File: src/rtl/div_pkg.sv
// Shared types and constants for the sequential restoring divider.
package div_pkg;

  localparam int DIV_DIVIDEND_W = 16;
  localparam int DIV_DIVISOR_W  = 8;

  typedef enum logic [1:0] {
    IDLE = 2'd0,
    BUSY = 2'd1,
    DONE = 2'd2
  } div_state_e;

  // Operations that finish after a single BUSY cycle instead of the full loop
  typedef enum logic [1:0] {
    SHORT_NONE  = 2'd0,
    SHORT_DBZ   = 2'd1,
    SHORT_EARLY = 2'd2
  } div_short_e;

  // Width of a counter that must hold the value dividend_w
  function automatic int div_cnt_w(input int dividend_w);
    return $clog2(dividend_w + 1);
  endfunction

endpackage

File: src/rtl/div_step.sv
// One combinational restoring-division iteration: shift in a dividend bit,
// try to subtract the divisor, keep the difference when it does not go negative.
module div_step #(
  parameter int DIVISOR_W = 8
) (
  input  logic [DIVISOR_W-1:0] partial_rem,
  input  logic                 dividend_bit,
  input  logic [DIVISOR_W-1:0] divisor,
  output logic [DIVISOR_W-1:0] partial_rem_next,
  output logic                 quotient_bit
);

  logic [DIVISOR_W:0] trial;

  // Trial subtraction; the difference always fits because partial_rem < divisor
  always_comb begin
    trial            = {partial_rem, dividend_bit};
    quotient_bit     = (trial >= {1'b0, divisor});
    partial_rem_next = quotient_bit ? DIVISOR_W'(trial - {1'b0, divisor})
                                    : trial[DIVISOR_W-1:0];
  end

endmodule

File: src/rtl/seq_restoring_divider.sv
// Sequential radix-2 restoring unsigned divider, one quotient bit per clock.
// Optional build macro DIV_EARLY_EXIT_EN: when dividend < divisor (divisor
// non-zero) the result is produced after a single cycle instead of the full loop.
//
// state | meaning
// IDLE  | in_ready high, waiting for operands
// BUSY  | iterating; counter holds remaining steps
// DONE  | out_valid high, result held until out_ready
module seq_restoring_divider
  import div_pkg::*;
#(
  parameter int DIVIDEND_W = DIV_DIVIDEND_W,
  parameter int DIVISOR_W  = DIV_DIVISOR_W
) (
  input  logic                  clk,
  input  logic                  rst_n,
  input  logic                  in_valid,
  output logic                  in_ready,
  input  logic [DIVIDEND_W-1:0] dividend,
  input  logic [DIVISOR_W-1:0]  divisor,
  output logic                  out_valid,
  input  logic                  out_ready,
  output logic [DIVIDEND_W-1:0] quotient,
  output logic [DIVISOR_W-1:0]  remainder,
  output logic                  div_by_zero
);

  localparam int CNT_W = div_cnt_w(DIVIDEND_W);

  div_state_e            state_q,     state_d;
  div_short_e            short_q,     short_d;
  logic [CNT_W-1:0]      cnt_q,       cnt_d;
  logic [DIVIDEND_W-1:0] dvd_q,       dvd_d;
  logic [DIVISOR_W-1:0]  rem_q,       rem_d;
  logic [DIVISOR_W-1:0]  dsr_q,       dsr_d;
  logic [DIVIDEND_W-1:0] quotient_q,  quotient_d;
  logic [DIVISOR_W-1:0]  remainder_q, remainder_d;
  logic                  dbz_q,       dbz_d;
  logic                  out_valid_q, out_valid_d;
  logic                  in_ready_q,  in_ready_d;

  logic [DIVISOR_W-1:0]  step_rem;
  logic                  step_qbit;

`ifdef DIV_EARLY_EXIT_EN
  logic [DIVIDEND_W-1:0] dsr_ext;
`endif

  div_step #(
    .DIVISOR_W(DIVISOR_W)
  ) u_step (
    .partial_rem     (rem_q),
    .dividend_bit    (dvd_q[DIVIDEND_W-1]),
    .divisor         (dsr_q),
    .partial_rem_next(step_rem),
    .quotient_bit    (step_qbit)
  );

  // Next-state logic for the FSM, datapath registers and registered outputs
  always_comb begin
    state_d     = state_q;
    short_d     = short_q;
    cnt_d       = cnt_q;
    dvd_d       = dvd_q;
    rem_d       = rem_q;
    dsr_d       = dsr_q;
    quotient_d  = quotient_q;
    remainder_d = remainder_q;
    dbz_d       = dbz_q;
    out_valid_d = out_valid_q;
    in_ready_d  = in_ready_q;
`ifdef DIV_EARLY_EXIT_EN
    dsr_ext                  = '0;
    dsr_ext[DIVISOR_W-1:0]   = divisor;
`endif

    case (state_q)
      IDLE: begin
        if (in_valid) begin
          dvd_d      = dividend;
          dsr_d      = divisor;
          rem_d      = '0;
          state_d    = BUSY;
          in_ready_d = 1'b0;
          // Divide-by-zero (and optionally dividend < divisor) use a one-cycle
          // pass through BUSY so their latency is exactly one edge.
          if (divisor == '0) begin
            cnt_d   = CNT_W'(1);
            short_d = SHORT_DBZ;
          end
`ifdef DIV_EARLY_EXIT_EN
          else if (dividend < dsr_ext) begin
            cnt_d   = CNT_W'(1);
            short_d = SHORT_EARLY;
          end
`endif
          else begin
            cnt_d   = CNT_W'(DIVIDEND_W);
            short_d = SHORT_NONE;
          end
        end
      end

      BUSY: begin
        cnt_d = cnt_q - CNT_W'(1);
        dvd_d = {dvd_q[DIVIDEND_W-2:0], step_qbit};
        rem_d = step_rem;
        if (cnt_q == CNT_W'(1)) begin
          state_d     = DONE;
          out_valid_d = 1'b1;
          case (short_q)
            SHORT_DBZ: begin
              quotient_d  = '1;
              remainder_d = dvd_q[DIVISOR_W-1:0];
              dbz_d       = 1'b1;
            end
            SHORT_EARLY: begin
              quotient_d  = '0;
              remainder_d = dvd_q[DIVISOR_W-1:0];
              dbz_d       = 1'b0;
            end
            default: begin
              quotient_d  = {dvd_q[DIVIDEND_W-2:0], step_qbit};
              remainder_d = step_rem;
              dbz_d       = 1'b0;
            end
          endcase
        end
      end

      DONE: begin
        if (out_ready) begin
          state_d     = IDLE;
          out_valid_d = 1'b0;
          in_ready_d  = 1'b1;
        end
      end

      default: begin
        state_d     = IDLE;
        out_valid_d = 1'b0;
        in_ready_d  = 1'b1;
      end
    endcase
  end

  // State and output registers; reset aborts any operation in flight
  always_ff @(posedge clk or negedge rst_n) begin
    if (!rst_n) begin
      state_q     <= IDLE;
      short_q     <= SHORT_NONE;
      cnt_q       <= '0;
      dvd_q       <= '0;
      rem_q       <= '0;
      dsr_q       <= '0;
      quotient_q  <= '0;
      remainder_q <= '0;
      dbz_q       <= 1'b0;
      out_valid_q <= 1'b0;
      in_ready_q  <= 1'b1;
    end else begin
      state_q     <= state_d;
      short_q     <= short_d;
      cnt_q       <= cnt_d;
      dvd_q       <= dvd_d;
      rem_q       <= rem_d;
      dsr_q       <= dsr_d;
      quotient_q  <= quotient_d;
      remainder_q <= remainder_d;
      dbz_q       <= dbz_d;
      out_valid_q <= out_valid_d;
      in_ready_q  <= in_ready_d;
    end
  end

  assign in_ready    = in_ready_q;
  assign out_valid   = out_valid_q;
  assign quotient    = quotient_q;
  assign remainder   = remainder_q;
  assign div_by_zero = dbz_q;

endmodule

File: config.mk
export PLATFORM = sky130hd
export DESIGN_NAME = seq_restoring_divider
export DESIGN_NICKNAME = d
export VERILOG_FILES = /design/src/rtl/div_pkg.sv /design/src/rtl/div_step.sv /design/src/rtl/seq_restoring_divider.sv
export SDC_FILE = /design/constraint.sdc
export NUM_CORES = 1
export LEC_CHECK = 0
export CORE_MARGIN = 10
export CORE_UTILIZATION = 55
export CTS_BUF_LIST = sky130_fd_sc_hd__clkbuf_8
export DETAILED_ROUTE_END_ITERATION = 10
export PLACE_DENSITY_LB_ADDON = 0.08
export SKIP_LAST_GASP = 1
export SLEW_MARGIN = 0
export SYNTH_ARGS = -nofsm -noshare
export SYNTH_HDL_FRONTEND = slang
export SYNTH_SLANG_ARGS = --single-unit
File: constraint.sdc
create_clock -name clk -period 2.9 [get_ports clk]
set_input_delay 0.725 -clock clk [delete_from_list [all_inputs] [get_ports clk]]
set_output_delay 0.725 -clock clk [all_outputs]
set_load 0.05 [all_outputs]
==> key figures <==
Synthesis
  – Seq/Total Area, Yosys: 50.5%
  – EDFF count, synth: 0
  – Commonest register cell after synthesis: dfrtp_1
  – Area of the mapped netlist: 3320 sq um
  – Cell variety after synth: 48
  – Cell count after synthesis: 358
  – Syn_nets: 397
  – Avg Inst Size Synth: 9.28 sq um
  – Asr flop ratio synth: 100%
  – Ys Warns: 0
  – Synth area leader: dfrtp_1
  – Post-synth top area share: 49.7%
  – Post-synthesis sequential element count: 67
  – Synth area leaders: dfrtp_1, nand2_1, o21ai_0

STA
  – Max_slew headroom: 56.6%
  – RSZ-0062 raised after global routing: no
  – Final setup vio count: 0
  – Max-slew violations: 0
  – Setup TNS Final: 0 ps
  – Hold Vio Cnt, Final: 0
  – F_max: 416 MHz
  – Worst slew pin tran: 651 ps
  – Minimum clock period: 2400 ps
  – Period utilisation layout: 82.8%
  – Clock skew: 10.4 ps

Global route
  – First-pass GRT wire length: 13800 um
  – Vias in the first global route: 2756
  – Largest net degree at the start of global routing: 45
  – GRT Resource Usage Total: 17.3%
  – Initial antenna violation count: 0
  – Total gr overflow: 0

Detailed routing
  – Detailed-route via count: 2795
  – Antenna-violating nets left: 0
  – Initial DRC Count: 198
  – # DRC: 0
  – DR pass1 iterations: 5
  – Average wire per standard cell: 16.2 um
  – Routed WL: 7990 um
  – Vias per inst: 5.66

Finish
  – Number of fill cells: 440
  – Antenna cell count: 0
  – Layout overhead on the synthesized area: 27.3%
  – Net count reported at finish: 453
  – Share of cells above drive strength 1: 10.0%
  – Commonest cells after routing, fill and taps aside: nand2_1, dfrtp_1, clkdlybuf4s50_1, nor2_1, o21ai_0

Critical path
  – Crit path DAT: 1680 ps
  – WP data required: 2170 ps
  – Crit-path max cell delay: 800 ps
  – Worst path bufs/invs: 1
  – CP Launch Type: register
  – Slowest-stage cell, CP: clkdlybuf4s50_1
  – Worst-path fanout max: 3
  – CP cell instances: clkdlybuf4s50_1
  – Crit-path leading delay family: buffers and inverters
  – Setup CP Type: reg -> out
  – Critical path endpoint category: primary output

CTS
  – H-tree levels: 3
  – Clock tree buffer depth: 2
  – CTS sink cnt: 67
  – Resize count post-CTS: 0
  – Total CTS buffers: 9
  – Clock latency on the worst-skew pair: 350 ps
  – Register clock-pin slew on the reported worst setup and hold paths: 80 ps
  – Post-CTS Hold Fix Bufs: 0
  – Post-CTS setup repair buffer count: 0
  – CTS tree: done
  – CTS root buf: clkbuf_8

Floorplan
  – Chip Height: 97.7 um
  – Die width: 97.7 um
  – Row cnt: 28
  – CORE AREA: 5890 sq um
  – Die area: 9550 sq um
  – # IOs: 55
  – Starting Density: 56.4%

Placement
  – Hpwl dp: 5790 um
  – Gpl congestion: 0.878
  – IO buf count: 54

Flow run
  – Max Cap Viol: 0

Min path
  – Hold Path Class: in -> async

Status
  – Status: completed
through the flow:
step	area (sq um)	setup WS, ps	hold slack [ps]	cells	util, %
floorplan	3320	842	429	358	-
CTS	4230	484	365	494	71.8
global placement	3950	627	460	478	67.2
detailed placement	3950	593	469	478	67.2
finish	4230	497	355	494	71.8
global route	4230	290	385	494	71.8
worst reg2reg max path: stages (launching register included):
cell and delay (ps):
dfrtp_1 410, ha_1 410, a21oi_2 210, o21ai_1 140, a311oi_4 470, buf_4 250, mux2i_1 280, a21oi_1 100
final timing paths:
path	startpoint	endpoint	slack, ps	cells after the start
max	in_ready	in_ready	500	1
min	rst_n	quotient[3]	350	1
max reg2reg	rem_q[1]	remainder[6]	510	7
min reg2reg	quotient[3]	quotient[3]	480	2
max in group asynchronous	rst_n	in_ready	1850	2
min in group clk	quotient[3]	quotient[3]	480	2
cell families (layout without fill, tap and decap cells):
logic type | Yosys count | count (layout) | synth area share, %
AOI/OAI and AO/OA | 94 | 94 | 18.3
muxes | 7 | 7 | 2.18
DFF | 67 | 67 | 50.5
xor gates and xnor gates | 5 | 5 | 1.32
buffers and inverters | 35 | 96 | 4.59
adders and majority gates | 11 | 11 | 4.37
and+or+nand+nor | 139 | 139 | 18.7
layout make-up:
class / instances / area [sq um] / share of cell area [%]
clock buffers: 10 / 138 / 3.26
well taps: 75 / 93.8 / 2.22
multi-input cells: 256 / 1490 / 35.3
inverters: 14 / 52.6 / 1.24
clock inverters: 6 / 136 / 3.23
repair buffers: 66 / 638 / 15.1
flip-flops and latches: 67 / 1680 / 39.7
state kept, by name (all words and copies together) (netlist names), 2 cells and up:
register	count
quotient	16
dvd_q	16
cnt_q	5
remainder	8
state_q	2
dsr_q	8
rem_q	8
Yosys cell counts, types with 3 or more instances:
master / count
nor2b_1: 3
a21oi_1: 14
o22ai_1: 6
xor2_1: 4
nor2_1: 41
nor4_1: 3
mux2i_1: 5
inv_1: 14
o31ai_1: 3
clkbuf_1: 14
o221ai_1: 5
ha_1: 10
dfrtp_1: 66
nand2_1: 66
o21ai_0: 38
buf_2: 4
nand3_1: 11
a22oi_1: 10
metal layers:
metal | track usage [%] | wire length, um
met1 | 22.2 | 3630
met2 | 27.2 | 3800
met3 | 4.84 | 428
met4 | 5.70 | 134
met5 | 0 | 0
Power is not shown: default switching activity piles up to over one toggle a cycle in this logic, so the estimate is an artifact.
